## src/rtl/video_timing_gen.sv

```systemverilog
// Raster timing generator: signed scan positions plus hsync/vsync/data-enable/frame/line strobes; strobes lag positions by p_sync_delay.
// New modes are taken through valid/ready, held as pending (ready low) and swapped in on the last pixel of a frame.
module video_timing_gen #(
  parameter int p_count_width = 16,
  parameter int p_sync_delay  = 1,
  parameter int p_def_width   = 640,
  parameter int p_def_height  = 480,
  parameter int p_def_hfp     = 16,
  parameter int p_def_hpulse  = 96,
  parameter int p_def_hbp     = 48,
  parameter int p_def_vfp     = 10,
  parameter int p_def_vpulse  = 2,
  parameter int p_def_vbp     = 33,
  parameter bit p_def_hpol    = 1'b1,
  parameter bit p_def_vpol    = 1'b1
) (
  input  logic                            i_clk_pixel,
  input  logic                            i_rst,
  input  logic                            i_cfg_valid,
  output logic                            o_cfg_ready,
  input  logic [p_count_width-1:0]        i_cfg_width,
  input  logic [p_count_width-1:0]        i_cfg_height,
  input  logic [p_count_width-1:0]        i_cfg_hfp,
  input  logic [p_count_width-1:0]        i_cfg_hpulse,
  input  logic [p_count_width-1:0]        i_cfg_hbp,
  input  logic [p_count_width-1:0]        i_cfg_vfp,
  input  logic [p_count_width-1:0]        i_cfg_vpulse,
  input  logic [p_count_width-1:0]        i_cfg_vbp,
  input  logic                            i_cfg_hpol,
  input  logic                            i_cfg_vpol,
  output logic                            o_cfg_applied,
  output logic                            o_cfg_err,
  output logic                            o_hsync,
  output logic                            o_vsync,
  output logic                            o_data_en,
  output logic                            o_frame,
  output logic                            o_line,
  output logic signed [p_count_width-1:0] o_x_pos,
  output logic signed [p_count_width-1:0] o_y_pos
);
  localparam int cw = p_count_width;
  typedef logic [cw-1:0] cnt_t;

  typedef struct packed {
    cnt_t width, height, hfp, hpulse, hbp, vfp, vpulse, vbp;
    logic hpol, vpol;
  } timing_cfg_t;

  localparam timing_cfg_t def_cfg = '{
    width: cnt_t'(p_def_width), height: cnt_t'(p_def_height),
    hfp: cnt_t'(p_def_hfp), hpulse: cnt_t'(p_def_hpulse), hbp: cnt_t'(p_def_hbp),
    vfp: cnt_t'(p_def_vfp), vpulse: cnt_t'(p_def_vpulse), vbp: cnt_t'(p_def_vbp),
    hpol: p_def_hpol, vpol: p_def_vpol};
  localparam cnt_t def_x_origin = cnt_t'(-(p_def_hfp + p_def_hpulse + p_def_hbp));
  localparam cnt_t def_y_origin = cnt_t'(-(p_def_vfp + p_def_vpulse + p_def_vbp));
  localparam cnt_t one = cnt_t'(1);
  localparam logic [cw+1:0] sum_lim = {3'b000, {(cw-1){1'b1}}};
  localparam logic [4:0] strb_idle = {p_def_hpol, p_def_vpol, 3'b000};

  timing_cfg_t act_cfg, pend_cfg, in_cfg;
  logic pend_vld;
  logic signed [cw-1:0] x_pos, y_pos;
  logic signed [cw-1:0] x_origin, y_origin, pend_x_origin, pend_y_origin;
  logic signed [cw-1:0] hs_start, hs_end, vs_start, vs_end, x_last, y_last;
  logic [cw+1:0] in_hsum, in_vsum;
  logic cfg_ok, xfer, x_at_last, y_at_last, at_last, in_hs, in_vs;
  logic [4:0] raw_strb;
  logic [4:0] strb_dly [p_sync_delay];

  assign in_cfg = '{width: i_cfg_width, height: i_cfg_height, hfp: i_cfg_hfp,
                    hpulse: i_cfg_hpulse, hbp: i_cfg_hbp, vfp: i_cfg_vfp,
                    vpulse: i_cfg_vpulse, vbp: i_cfg_vbp, hpol: i_cfg_hpol, vpol: i_cfg_vpol};

  // Blanking sums are checked in two extra bits so an overflowing total cannot wrap into range.
  assign in_hsum = {2'b00, i_cfg_hfp} + {2'b00, i_cfg_hpulse} + {2'b00, i_cfg_hbp};
  assign in_vsum = {2'b00, i_cfg_vfp} + {2'b00, i_cfg_vpulse} + {2'b00, i_cfg_vbp};
  assign cfg_ok  = (|i_cfg_width) && (|i_cfg_height) && (|i_cfg_hpulse) && (|i_cfg_vpulse) &&
                   !i_cfg_width[cw-1] && !i_cfg_height[cw-1] &&
                   (in_hsum <= sum_lim) && (in_vsum <= sum_lim);
  assign xfer    = i_cfg_valid && !pend_vld;

  assign x_origin      = $signed(cnt_t'(0) - act_cfg.hfp - act_cfg.hpulse - act_cfg.hbp);
  assign y_origin      = $signed(cnt_t'(0) - act_cfg.vfp - act_cfg.vpulse - act_cfg.vbp);
  assign pend_x_origin = $signed(cnt_t'(0) - pend_cfg.hfp - pend_cfg.hpulse - pend_cfg.hbp);
  assign pend_y_origin = $signed(cnt_t'(0) - pend_cfg.vfp - pend_cfg.vpulse - pend_cfg.vbp);
  assign hs_start      = x_origin + $signed(act_cfg.hfp);
  assign hs_end        = hs_start + $signed(act_cfg.hpulse);
  assign vs_start      = y_origin + $signed(act_cfg.vfp);
  assign vs_end        = vs_start + $signed(act_cfg.vpulse);
  assign x_last        = $signed(act_cfg.width - one);
  assign y_last        = $signed(act_cfg.height - one);

  assign x_at_last = (x_pos == x_last);
  assign y_at_last = (y_pos == y_last);
  assign at_last   = x_at_last && y_at_last;

  assign in_hs    = (x_pos >= hs_start) && (x_pos < hs_end);
  assign in_vs    = (y_pos >= vs_start) && (y_pos < vs_end);
  assign raw_strb = {act_cfg.hpol ^ in_hs, act_cfg.vpol ^ in_vs,
                     !x_pos[cw-1] && !y_pos[cw-1], ~|x_pos && ~|y_pos, ~|x_pos};

  always_ff @(posedge i_clk_pixel) begin
    if (i_rst) begin
      act_cfg       <= def_cfg;
      pend_cfg      <= def_cfg;
      pend_vld      <= 1'b0;
      x_pos         <= $signed(def_x_origin);
      y_pos         <= $signed(def_y_origin);
      o_cfg_applied <= 1'b0;
      o_cfg_err     <= 1'b0;
    end else begin
      o_cfg_err     <= xfer && !cfg_ok;
      o_cfg_applied <= at_last && pend_vld;
      if (!x_at_last) begin
        x_pos <= x_pos + $signed(one);
      end else if (!y_at_last) begin
        x_pos <= x_origin;
        y_pos <= y_pos + $signed(one);
      end else if (pend_vld) begin
        act_cfg <= pend_cfg;
        x_pos   <= pend_x_origin;
        y_pos   <= pend_y_origin;
      end else begin
        x_pos <= x_origin;
        y_pos <= y_origin;
      end
      // Ready is low while pending, so a new transfer and an apply never coincide.
      if (xfer && cfg_ok) begin
        pend_cfg <= in_cfg;
        pend_vld <= 1'b1;
      end else if (at_last) begin
        pend_vld <= 1'b0;
      end
    end
  end

  always_ff @(posedge i_clk_pixel) begin
    if (i_rst) begin
      for (int i = 0; i < p_sync_delay; i++) strb_dly[i] <= strb_idle;
    end else begin
      strb_dly[0] <= raw_strb;
      for (int i = 1; i < p_sync_delay; i++) strb_dly[i] <= strb_dly[i-1];
    end
  end

  assign {o_hsync, o_vsync, o_data_en, o_frame, o_line} = strb_dly[p_sync_delay-1];
  assign o_cfg_ready = !pend_vld;
  assign o_x_pos     = x_pos;
  assign o_y_pos     = y_pos;
endmodule

```

## config.mk

```make
export PLATFORM = sky130hd
export DESIGN_NAME = video_timing_gen
export DESIGN_NICKNAME = d
export VERILOG_FILES = /design/src/rtl/video_timing_gen.sv
export SDC_FILE = /design/constraint.sdc
export NUM_CORES = 1
export LEC_CHECK = 0
export ABC_AREA = 1
export CORE_MARGIN = 1
export CORE_UTILIZATION = 40
export DETAILED_ROUTE_END_ITERATION = 6
export GPL_TIMING_DRIVEN = 0
export PLACE_DENSITY = 0.64
export SLEW_MARGIN = 20
export SYNTH_ARGS = -nofsm -noshare
export SYNTH_HDL_FRONTEND = slang
export SYNTH_SLANG_ARGS = --single-unit
```

## constraint.sdc

```tcl
create_clock -name i_clk_pixel -period 8.3 [get_ports i_clk_pixel]
set_clock_uncertainty 0.15 [all_clocks]
set_input_delay 0.83 -clock i_clk_pixel [delete_from_list [all_inputs] [get_ports i_clk_pixel]]
set_output_delay 0.83 -clock i_clk_pixel [all_outputs]
set_load 0.005 [all_outputs]
```

**Word-level counts from Yosys, hierarchy flattened**

Memory sizes are Yosys's and may differ from the RTL's.
Index checks and enable logic that the tools add are counted.

- $lt $le $gt $ge: 6
- Add/subtract/negate cells: 24
- Eq/ne operators: 2
- Bitwise logic cells: 2
- Muxes and demuxes: 12
- Reductions and logical operators: 33

Operators with widths:

| cell | number |
|---|---|
| $sub A16 B16 Y16 | 8 |
| $reduce_or A16 Y1 | 6 |
| $mux W16 | 5 |
| $add A16 B16 Y16 | 4 |
| $sub A1 B16 Y16 const A | 4 |
| $add A17 B16 Y18 | 2 |
| $le A18 B15 Y1 const B | 2 |
| $add A16 B16 Y17 | 2 |
| $add A16 B2 Y16 const B | 2 |
| $eq A16 B16 Y1 | 2 |
| $ge A16 B16 Y1 | 2 |
| $lt A16 B16 Y1 | 2 |
| $sub A16 B1 Y16 const B | 2 |
| $logic_and A1 B1 Y1 | 16 |
| $logic_not A1 Y1 | 8 |
| $mux W1 | 6 |
| $mux W5 | 1 |
| $reduce_or A5 Y1 | 1 |
| $reduce_and A3 Y1 | 1 |
| $reduce_bool A2 Y1 | 1 |
| $xor A1 B1 Y1 | 2 |

- Input port bits: 133
- Memory bits (writable): 5
- Word-level logic and storage cells: 105
- Register bits: 295
- Memories: 1

Memories:

| memory | depth | bits a word | read ports | clocked after memory_dff | write ports | line | RTL |
|---|---|---|---|---|---|---|---|
| strb_dly | 1 | 5 | 1 | 0 | 1 | 68 | `logic [4:0] strb_dly [p_sync_delay];` |

**Logic depth before layout (Yosys ltp)**

Gate-level depths: netlist (run 1).

- Depth in word-level cells: 10
- Mapped depth: 42

**Worst setup path before layout (run 1)**

No wires, ideal clock.

- Path kind: register to register
- From: register act_cfg[19] (netlist bit)
- To: memory strb_dly[0][3]
- Arrival: 5.730 ns
- Required time: 8.020 ns
- Setup slack: 2.290 ns
- Buffers on the path: 0
- Stages on the path, launching flop included: 40
- Setup time: 0.130 ns
- Cell sequence: dfxtp_1 ha_1 inv_1 fa_1 ha_1 inv_1 fa_1 inv_1 nand3_1 nand2_1 xor2_1 ha_1 a21oi_1 o21ai_0 a21oi_1 o21ai_0 a21boi_0 o21ai_0 [4 not listed] nor2_1 a211oi_1 inv_1 a221oi_1 inv_1 nand3_1 nand2_1 ha_1 nand2_1 inv_1 nand3_1 inv_1 a21oi_1 nand2_1 nand2_1 nand3_1 nand2_1 nand3_1

- Cells in the longest elaborated chain, start to end: 8

RTL lines:

| item | line | RTL |
|---|---|---|
| start, declared | 60 | `timing_cfg_t act_cfg, pend_cfg, in_cfg;` |
| start signal, assigned | 104 | `act_cfg <= def_cfg;` |
| start signal, assigned | 120 | `act_cfg <= pend_cfg;` |
| $sub A16 B16 Y16 (2 in series) | 83 | `assign y_origin = $signed(cnt_t'(0) - act_cfg.vfp - act_cfg.vpulse - act_cfg.vbp);` |
| $add A16 B16 Y16 | 88 | `assign vs_start = y_origin + $signed(act_cfg.vfp);` |
| $add A16 B16 Y16 | 89 | `assign vs_end = vs_start + $signed(act_cfg.vpulse);` |
| $lt A16 B16 Y1 | 98 | `assign in_vs = (y_pos >= vs_start) && (y_pos < vs_end);` |
| $logic_and A1 B1 Y1 (*) | 98 |  |
| $xor A1 B1 Y1 (*) | 99 | `assign raw_strb = {act_cfg.hpol ^ in_hs, act_cfg.vpol ^ in_vs,` |
| $mux W5 (no line) (*) | n/a |  |
| end, declared | 68 |  |

Mark *: on every way between the ends. The rest lies on a longest branch, timed or not.

**Worst setup path in the final report (run 1)**

Ends and elaborated chain as after synthesis.

==> results, run 1 <==
- The share of layout cells above drive strength 1 is 6.083%.
- Synthesis handed over a netlist of around 3,800 instances.
- For this block, the via count after detailed routing is about 25,000.
- The detailed-route DRC error count is 0.
- Setup total negative slack on the finished layout was measured at 0 ns.
- The final design utilization is a little under half.
- For the worst setup path, the data required time is 8.53 ns.
- In this run the standard cell core region covers 64,700 µm².
- The number of gates resized after CTS was 0.
- The total number of H-tree levels is 2.
- Combinational cells account for 15.3% of the total power.
- In the final layout, the multi-input gates occupy 17,720 µm².
- Summed over all nets, the half-perimeter wirelength after detailed placement is 70,490 µm.
- Setup repair after global routing left no endpoint under its margin.
- Setup violations remaining at the end of the flow were counted as 0.
- In the final routed layout, each cell accounts on average for 17.18 µm.
- The share of synthesized registers carrying an async set or reset is 0%.
- The clock latency at the later pin of the worst-skew pair is around 0.57 ns.
- The post-synthesis share of cell area spent on and, or, nand and nor gates is 31.37%.
- The clock group share of total power is 44.3%.
- Relative to the synthesized area, the layout overhead comes to 15.07%.
- The number of input and output port buffers inserted is around 170.
- Counting flops and latches in the post-synthesis netlist gives 300.
- In the final layout, flip-flops and latches occupy ~6000 µm².
- Once the clock tree was built, the setup fixing pass inserted 0 buffers.
- The post-synthesis adder-cell area fraction is 21.06%.
- The share of the Yosys chip area taken by registers is 22.83%.
- The type of element capturing the critical path is a flip-flop.
- The internal power component is 2.590 mW.
- After layout, the worst path uses approximately 86% of the clock period.
- The highest fanout seen on the critical path is 4.
- The area of the mapped netlist is 26,310 µm².
- In this run the count of I/O pins placed on the die edge is between 150 and 200.
- Synthesis instantiated between 50 and 60 different standard cells from the library.
- Across every metal layer, demand over resource in global routing totals 25.26%.
- The clock input transition at the sequential cells of the worst setup and hold paths is 0.06 ns.
- The worst-margin pin slew is 0.9796 ns.
- The horizontal die dimension is 258.5 µm.
- The number of nets with antenna violations after detailed routing is 0.
- The maximum root-to-sink buffer count is 3.
- The worst setup path is of the flip-flop to flip-flop kind.
- The most used flip-flop cell after synthesis is dfxtp_1.
- Power spread over the standard cell area amounts to 120.3 nW/µm².
- The tool flagged a number of max-cap violations equal to 0.
- The net switching power of the design is 1.052 mW.
- The dominant cell type by count on the critical path is inv_1.
- The number of enable-type register cells in the synthesized netlist is 0.
- The flow ran to the end, and the final reports show no timing, DRC or antenna violations.
- The die span in y is about 260 µm.
- The number of filler instances in the final layout is 6,726.
- The longest individual stage delay on the worst path is 0.47 ns.
- Multiplexer cells account for less than 1% of the synthesized area.
- The DRC violation total after the first TritonRoute iteration is approximately 1,800.
- TritonCTS built the clock tree.
- The global-route congestion overflow total is 0.
- The initial antenna violation count was 1.
- Of the total power, registers draw 40.3%.
- The Yosys step of the flow raised 0 warnings.
- Buffers inserted during clock tree synthesis total 36.
- Measured against its own limit, the worst slew margin works out to 34.19%.
- The number of global-route vias before repair is approximately 24,000.
- The count of pins over their slew limit is 0.
- STA classifies the critical path startpoint as a flip-flop.
- The final hold violation count was 0.
- Once the floorplan was initialized, standard cells occupied 40.66% of the core.
- The largest net degree at the start of global routing is 14.
- The final net count is 4,536.
- The routed wire length is roughly 84,000 µm.
- The share of total power consumed by net switching is 28.90%.
- The final weighted congestion in routability-driven placement is 0.9580.
- The maximum achievable frequency is 139.7 MHz.
- When the netlist entered floorplanning its net count stood at 4,326.
- The tree is rooted in a clkbuf_16.
- Row generation in the floorplan step produced 93 rows.
- The min-delay analysis places its worst path in the category flip-flop to flip-flop.
- By area, the combinational part of the netlist is dominated by simple AND/OR/NAND/NOR gates.
- The first global-routing pass estimated 132,000 µm of wire.
- Data arrives at the worst endpoint at about 7.4 ns.
- The clock net in this run drives a total of 300 sinks.
- The repair_antennas step left the layout with diodes totalling 0.
- The slowest stage of the critical path belongs to the cell fa_1.
- In the routed layout, each cell is associated on average with a via count of 5.057.
- In this run the static leakage power is 14.43 nW.
- The worst-case vdd ir drop is 0.0001318 V.
- Summing the areas of all compound-gate instances in the mapped netlist gives 10.11% of the synthesized area.
- The hold buffer count at cts is 0.
- The tightest hold path in the finished design has a slack of 0.2990 ns.
- For this run, the detailed router's first-pass iteration total came to 6.
- The overall die area is 66,800 µm².
- The mean instance size in the synthesized netlist is 6.906 µm².
- After layout, the minimum clock period comes to 7.160 ns.
- The synthesized netlist devotes under 10% of its cell area to XOR and XNOR gates.
## through the flow
step | instances | power, mW | area, µm² | setup slack [ns]
finish | 4899 | 3.642 | 30270 | 1.140
global route | 4899 | 3.782 | 30270 | 0.5500
CTS | 4899 | 3.649 | 30270 | 1.140
detailed placement | 4836 | 2.054 | 29100 | 1.251
global placement | 4836 | 2.052 | 29100 | 1.235
floorplan | 3809 | 1.829 | 26310 | 2.290
## synth_stat cells (all sizes together) (10+ instances only)
| library cell | instances | area share [%] |
|---|---|---|
| clkbuf | 82 | 1.2 |
| o21ai | 103 | 2.0 |
| a21oi | 304 | 6.6 |
| nor2 | 388 | 5.7 |
| nand4 | 61 | 1.5 |
| ha | 286 | 14 |
| inv | 516 | 7.4 |
| dfxtp | 300 | 23 |
| a21o | 13 | 0.37 |
| nand2 | 983 | 14 |
| fa | 98 | 7.5 |
| nand3b | 19 | 0.54 |
| and2 | 10 | 0.24 |
| buf | 41 | 1.2 |
| nand3 | 341 | 7.6 |
| or2 | 12 | 0.29 |
| xor2 | 90 | 3.0 |
| xnor2 | 54 | 1.8 |
| nor3 | 34 | 0.68 |
| nor4 | 23 | 0.55 |
## kinds of logic after synthesis
kind of cell	count (synthesis)
and+or+nand+nor	1875
buffers and inverters	643
AOI/OAI and AO/OA	462
adders and majority gates	384
DFF	300
xor gates and xnor gates	144
muxes	1
## flip-flops by register name, summed over array words and instances (netlist names)
name	flops
act_cfg	130
o_cfg_applied	1
o_cfg_err	1
o_x_pos	16
o_y_pos	16
pend_cfg	130
pend_vld	1
strb_dly	5
## metal layers
layer  vias up  share of wire [%]  GRT usage [%]
li1      12680                  -              -
met1     11300                 45          33.63
met2       678                 45          40.86
met3       118                7.4          5.194
met4         0                3.0          7.774
met5         -                  0              0
## path summary, 6_finish.rpt
check                                   start             end  slack [ns]  depth (start not counted)
worst max register to register    act_cfg[19]  strb_dly[0][3]        1.14                         39
worst min-delay path            pend_cfg[129]   pend_cfg[129]        0.30                          2
worst max-delay path              act_cfg[19]  strb_dly[0][3]        1.14                         39
worst min register to register  pend_cfg[129]   pend_cfg[129]        0.30                          2
## critical path, delay by kind of cell (launching register included)
family / cells / cell delay [ns]
AO/OA/AOI/OAI: 10 / 2.14
XOR/XNOR: 2 / 0.41
adder cells (fa/ha/maj): 7 / 2.36
buffers and inverters: 8 / 0.53
flip-flops: 1 / 0.35
AND/OR/NAND/NOR: 12 / 0.99
## power groups by stage
| stage | Sequential (mW) | Clock, mW | Combinational [mW] |
|---|---|---|---|
| 5_1_grt | 1.47 | 1.68 | 0.628 |
| 3_3_place_gp | 1.50 | 0 | 0.551 |
| 6_report | 1.47 | 1.61 | 0.559 |
| 2_1_floorplan | 1.50 | 0 | 0.334 |
| 3_5_place_dp | 1.50 | 0 | 0.553 |
| 4_1_cts | 1.47 | 1.62 | 0.556 |
## cells in the final DEF (no fill, tap or decap), types with 17 or more instances in the layout
cell type	n
nand2_1	978
inv_1	510
nor2_1	376
dfxtp_1	300
ha_1	286
nand3_1	281
a21oi_1	249
clkdlybuf4s50_1	172
o21ai_0	101
fa_1	98
clkbuf_1	90
xor2_1	90
nand4_1	60
nand3_2	60
a21oi_2	55
xnor2_1	54
clkbuf_16	37
nor3_1	32
nor4_1	23
nand3b_1	19
buf_2	17
## area by class of cell
type                    instances  share of cell area (%)
clock buffers                  49                   3.307
repair buffers                172                   5.688
clock inverters                14                  0.5663
inverters                     520                   6.456
well taps                     855                   3.534
flip-flops and latches        300                   19.84
multi-input cells            2866                   58.55
plain buffers                 123                   2.063
Power figures use the tool's default switching activity.
==> inputs of run 2 (changes only) <==
Settings changed: PLACE_DENSITY 0.64 to default.
==> run 2 against run 1 <==
  * Die area did not move
  * Combinational power barely moved
  * Worst setup slack improved by 0.067 ns
  * Wire length rose by 1.4%
  * Critical path type unchanged
==> results, run 2 (synthesis results as in run 1) <==
- The flow ran to the end, and the final reports show no timing, DRC or antenna violations.
- The sum of negative setup slack is 0 ns (unchanged).
- The final design utilization was 46.94% (+0.15 points).
- The detailed-route DRC error count is 0 (unchanged).
- The tree is rooted in a clkbuf_16.
- The number of max-capacitance violations reported came to 0 (unchanged).
- The final HPWL from detailed placement is 71,370 µm (+1.2%).
- The share of layout cells above drive strength 1 is 6.179% (+0.096 points).
- The minimum period implied by the final worst setup slack is 7.093 ns (-0.06655 ns).
- The min-delay analysis places its worst path in the category flip-flop to flip-flop.
- The type of element capturing the critical path is a flip-flop.
- The worst-margin pin slew is 1.016 ns (+0.03653 ns).
- Setup repair after global routing left no endpoint under its margin.
- The count of pins over their slew limit is 0 (unchanged).
- The total clock buffers created by CTS is 38 (+5.6%).
- The sort of element at the start of the critical path is a flip-flop.
- The number of cells upsized or downsized after cts was 0 (unchanged).
- The slowest cell on the critical path is fa_1.
- The global-route congestion overflow total was 0 (unchanged).
- The category of the most critical setup path is flip-flop to flip-flop.
- The layout-stage area growth over the synthesis result is 15.43%.
- The most common library cell in the layout ignoring fill and taps is nand2_1.
- The aggregate global-route resource usage is 25.50% (+0.24 points).
- The overall die area is 66,800 µm² (unchanged).
- The via count is 24,750 (-0.13%).
- TritonCTS built the clock tree.
- The longest individual stage delay on the worst path is 0.47 ns (about the same).
- The clock latency at the later pin of the worst-skew pair is 0.59 ns (+0.02 ns).
- The clock input transition at the sequential cells of the worst setup and hold paths is 0.06 ns (about the same).
- The number of global-route vias before repair came to 23,960 (-1.2%).
- The number of sinks on the clock net is 300 (unchanged).
- The maximum achievable frequency was 141.0 MHz (+0.94%).
- The ratio of routed vias to standard cells was 5.049 (-0.17%).
- The most used routing layer is met2.
- The effective utilization at floorplan is 40.66% (unchanged).
- In the final layout, the registers with the most flip-flops are act_cfg x130, pend_cfg x130.
- The maximum root-to-sink buffer count is 3 (unchanged).
- The final net count was 4,538 (+0.044%).
- The power per cell area came to 123.6 nW/µm² (+2.7%).
- The required time reported for the critical path endpoint is 8.56 ns (+0.03 ns).
- The global-route track usage on met3 came to 4.264% (-0.93 points).
- The reported leakage power came to 14.47 nW (+0.28%).
- The cell row count was 93 (unchanged).
- The worst-case vdd ir drop is 0.0001108 V (-16%).
- The DRC violation total after the first TritonRoute iteration is 1,720 (-4.9%).
- The final hold violation count came to 0 (unchanged).
- The number of failing setup endpoints in the final timing report is 0 (unchanged).
- The average detailed-routed wire length per instance was 17.42 µm (+1.4%).
- The total number of H-tree levels is 2 (unchanged).
- The hold buffer count at cts is 0 (unchanged).
- The largest net degree at the start of global routing is 13 (-1).
- The count of inserted antenna diode cells is 0 (unchanged).
- The detailed-routing iteration count for the pre-antenna-repair pass is 5 (-1).
- The total I/O pin count is 173 (unchanged).
- The die span in y was 258.5 µm (unchanged).
- The global-route wire length before repair is 132,800 µm (+0.58%).
- The routed wire length came to 85,360 µm (+1.4%).
- The number of nets with antenna violations after detailed routing is 0 (unchanged).
- In the layout the commonest cells are nand2_1 (978), inv_1 (510), nor2_1 (376).
- The headroom to the max-slew limit is 31.73% (-2.5 points).
- The arrival time of the worst setup path is 7.36 ns (-0.03 ns).
- The number of buffers inserted to repair setup after CTS is 0 (unchanged).
- The horizontal die dimension is 258.5 µm (unchanged).
- The final weighted congestion in routability-driven placement was 0.9684 (+1.1%).
- The met2 track demand over resource in global routing is 41.38% (+0.52 points).
- The highest fanout seen on the critical path came to 4 (unchanged).
- The final period utilization is 85.46% (-0.80 points).
- The initial antenna violation count is 0 (-1).
- The global routing met1 resource utilization is 34.70% (+1.1 points).
- The number of input and output port buffers inserted is 172 (unchanged).
- The dominant cell type by count on the critical path is inv_1.
- The core footprint is 64,700 µm² (unchanged).
==> run 2: cell count changes in the layout (fill, tap and decap cells not counted), sizes merged <==
cell,before,now
bufinv,2,4
clkinv,16,12
inv,516,518
clkinvlp,0,2
==> run 2: stage by stage <==
stage | cells | worst slack (ns) | hold slack (ns) | power (mW) | area [µm²]
5_1_grt | 4901 | 0.4406 | 0.3083 | 3.894 | 30370
2_1_floorplan | 3809 | 2.290 | 0.2693 | 1.829 | 26310
3_3_place_gp | 4836 | 1.180 | 0.2795 | 2.053 | 29100
6_report | 4901 | 1.207 | 0.3038 | 3.752 | 30370
3_5_place_dp | 4836 | 1.199 | 0.2885 | 2.055 | 29100
4_1_cts | 4901 | 1.159 | 0.2968 | 3.771 | 30370
==> run 2: worst paths after layout <==
path                                    start  slack, ns  cells past startpoint              to
worst min register to register  pend_cfg[105]       0.30                      2    act_cfg[105]
worst max register to register    act_cfg[19]       1.21                     39  strb_dly[0][3]
worst max-delay path              act_cfg[19]       1.21                     39  strb_dly[0][3]
worst min-delay path            pend_cfg[105]       0.30                      2    act_cfg[105]
==> run 2: area by class of cell <==
class	instances	area [µm²]
Tap cell	855	1070
Multi-Input combinational cell	2866	17720
Clock inverter	16	236.5
Timing Repair Buffer	172	1722
Fill cell	6839	34330
Buffer	123	624.3
Clock buffer	49	1032
Sequential cell	300	6006
Inverter	520	1954
==> run 2: report_power, final <==
part           switching (mW)  internal, mW  total [mW]
Combinational           0.341         0.219       0.560
Clock                   0.709          1.01        1.72
Sequential             0.0173          1.45        1.47
==> run 2: worst max-delay path, delay by kind of cell (launching register included) <==
kind	cells	cell delay [ns]
adders and majority gates	7	2.33
AOI/OAI and AO/OA	10	2.13
and+or+nand+nor	12	0.99
buffers and inverters	8	0.50
xor gates and xnor gates	2	0.46
DFF	1	0.35
==> run 2: layer usage <==
metal	wire length, µm	up-vias
met3	5515	102
met5	0	-
met2	37630	620
met4	2271	0
li1	-	12680
met1	39950	11350
==> inputs of run 3 (changes only) <==
Settings changed: CORE_UTILIZATION 40 to 35, GPL_ROUTABILITY_DRIVEN from default to 0, MAX_ROUTING_LAYER from default to met4.
==> run 3 against run 2 <==
  * Core utilization shrank 5.9 points
  * Flip-flop and latch count is the same
  * Final area grew 0.61%
  * Global-route usage shrank 2.4 points
  * Clock power grew 2%
  * Final cell count grew 2.4%
  * Die area grew 14%
  * Worst hold slack lost 0.0066 ns
  * Non-clock buffer count is the same
  * Wire length grew 1.9%
  * Count of clock-buffer cells in the layout shrank 1
  * Sequential share of layout area shrank 0.12 points
  * Largest power group unchanged
==> results, run 3 (synthesis results as in run 1) <==
- Compared with the post-synthesis result, the final layout area differs by 16.13%.
- The category of the most critical setup path is flip-flop to flip-flop.
- The final period utilization is 86.98% (+1.5 points).
- The number of nets with antenna violations after detailed routing was 0 (unchanged).
- The detailed-routing iteration count for the pre-antenna-repair pass is 7 (+2).
- The final net count is 4,538 (unchanged).
- The setup slack on the worst flop-to-flop path came to 1.08 ns (-0.13 ns).
- The cell depth of the worst min-delay path is 2 (unchanged).
- The buffering stage count on the worst path with inverters included is 8 (unchanged).
- The number of buffers inserted to repair setup after CTS came to 0 (unchanged).
- The longest individual stage delay on the worst path is 0.48 ns (about the same).
- The headroom to the max-slew limit was 35.38% (+3.6 points).
- The global-route congestion overflow total came to 0 (unchanged).
- The critical path startpoint is act_cfg[19].
- The initial antenna violation count is 1 (+1).
- The wire length on met2 is 39,250 µm (+4.3%).
- The average detailed-routed wire length per instance is 17.33 µm (-0.52%).
- The root buffer cell is clkbuf_16.
- In this run the worst hold path is classified as flip-flop to flip-flop.
- The total clock buffers created by CTS is 38 (unchanged).
- The cell count along the critical path is 39 (unchanged).
- In this run the top signal layer used is met4.
- Counting stages on the worst path, the most repeated cell is inv_1.
- The required time reported for the critical path endpoint was 8.56 ns (about the same).
- The die span in y is 276.2 µm (+6.9%).
- The aggregate global-route resource usage is 23.10% (-2.4 points).
- The total number of H-tree levels is 2 (unchanged).
- The number of sinks on the clock net was 300 (unchanged).
- The sum of negative setup slack is 0 ns (unchanged).
- The final HPWL from detailed placement is 72,620 µm (+1.8%).
- The power per cell area is 124.3 nW/µm² (+0.60%).
- The end of the worst register-to-register path is strb_dly[0][3].
- The share of layout cells above drive strength 1 is 6.273% (+0.094 points).
- The minimum period implied by the final worst setup slack came to 7.219 ns (+0.1257 ns).
- The count of inserted antenna diode cells is 0 (unchanged).
- The worst setup path is launched from a flip-flop.
- The total I/O pin count was 173 (unchanged).
- The maximum achievable frequency was 138.5 MHz (-1.7%).
- The overall die area is 76,260 µm² (+14%).
- The worst-case hold slack is 0.2972 ns (-0.006622 ns).
- The count of pins over their slew limit came to 0 (unchanged).
- The effective utilization at floorplan is 35.34% (-5.3 points).
- The clock latency at the later pin of the worst-skew pair came to 0.58 ns (about the same).
- The largest net degree at the start of global routing was 13 (unchanged).
- The number of cells upsized or downsized after cts is 0 (unchanged).
- The final hold violation count is 0 (unchanged).
- The number of max-capacitance violations reported was 0 (unchanged).
- STA classifies the critical path endpoint as a flip-flop.
- The global-route wire length before repair is 134,100 µm (+1.0%).
- The TritonCTS clock tree is yes.
- The flow ran to the end, and the final reports show no timing, DRC or antenna violations.
- The maximum root-to-sink buffer count is 3 (unchanged).
- The ratio of routed vias to standard cells is 4.968 (-1.6%).
- The worst reg2reg path startpoint is act_cfg[19].
- The wire length the detailed router placed on met1 was 40,170 µm (+0.57%).
- The reported leakage power was 14.49 nW (+0.17%).
- The highest fanout seen on the critical path came to 4 (unchanged).
- The DRC violation total after the first TritonRoute iteration is 1,775 (+3.2%).
- The cell row count is 100 (+7.5%).
- The via count was 24,930 (+0.75%).
- The core footprint is 74,450 µm² (+15%).
- The clock input transition at the sequential cells of the worst setup and hold paths came to 0.06 ns (about the same).
- The routed wire length is 86,940 µm (+1.9%).
- The horizontal die dimension came to 276.2 µm (+6.9%).
- The detailed-route DRC error count came to 0 (unchanged).
- The number of input and output port buffers inserted is 172 (unchanged).
- The worst-margin pin slew was 0.9619 ns (-0.05427 ns).
- In the final layout, the registers with the most flip-flops are act_cfg x130, pend_cfg x130.
- The amount of wire on met3 after detailed routing was 5261 µm (-4.6%).
- The number of failing setup endpoints in the final timing report is 0 (unchanged).
- The worst-case vdd ir drop is 0.0001193 V (+7.7%).
- The number of global-route vias before repair is 23,850 (-0.47%).
- The most critical setup path has its endpoint at strb_dly[0][3].
- The arrival time of the worst setup path is 7.48 ns (+0.12 ns).
- The number of filler instances in the final layout is 7,838 (+15%).
- The depth of the worst register-to-register path is 39 (unchanged).
- The most common library cell in the layout ignoring fill and taps is nand2_1.
- The top cell types in the final layout, fill and taps aside, are nand2_1 (978), inv_1 (510), nor2_1 (376).
- Setup repair after global routing left no endpoint under its margin.
- The hold buffer count at cts is 0 (unchanged).
- The cell type group with the largest total delay on the critical path is adder cells.
- The slowest cell on the critical path is fa_1.
==> run 3: cell types whose count changed in the layout (fill, tap and decap cells not counted), sizes merged <==
| cell | change |
|---|---|
| clkinv | +2 |
| clkbuf | -1 |
| inv | +1 |
| bufinv | +1 |
==> run 3: area by class of cell <==
class	count	area, µm²	area share, %
Multi-Input combinational cell	2866	17720	58.01
Buffer	123	624.3	2.044
Sequential cell	300	6006	19.66
Timing Repair Buffer	172	1722	5.635
Tap cell	969	1212	3.969
Clock buffer	48	1028	3.367
Inverter	520	1954	6.397
Clock inverter	20	281.5	0.9215
==> run 3: layer usage <==
layer / global-route usage (%) / vias up
met3: 3.405 / 119
met1: 30.17 / 11460
met5: - / -
li1: - / 12700
met4: 6.417 / 0
met2: 37.04 / 646
==> run 3: per-stage QoR <==
step	cells	area, µm²	util [%]	setup slack, ns	power [mW]
floorplan	3809	26310	-	2.290	1.829
global placement	4950	29240	39.28	1.246	2.058
detailed placement	4950	29240	39.28	1.199	2.058
CTS	5018	30550	41.04	1.154	3.817
global route	5018	30550	41.04	0.3299	3.945
finish	5018	30550	41.04	1.081	3.797
==> run 3: worst min-delay path by stage <==
stage / start / to / slack [ns]
floorplan: pend_cfg[113] / pend_cfg[113] / 0.27
finish: pend_cfg[129] / pend_cfg[129] / 0.30
global placement: pend_cfg[129] / pend_cfg[129] / 0.28
detailed placement: pend_cfg[129] / pend_cfg[129] / 0.28
CTS: pend_cfg[129] / pend_cfg[129] / 0.29
global route: pend_cfg[129] / pend_cfg[129] / 0.32
==> run 3: tightest hold or removal path: stages, from the launching register on <==
cell	delay, ns
dfxtp_1	0.31
nand2_1	0.06
nor2_1	0.03
==> run 3: where the power goes <==
group / total, mW / internal [mW] / leakage (nW) / switching (mW)
sequential: 1.47 / 1.45 / 2.42 / 0.0166
clock: 1.76 / 1.05 / 0.641 / 0.716
combinational: 0.565 / 0.219 / 11.4 / 0.346
total: 3.80 / 2.72 / 14.5 / 1.08
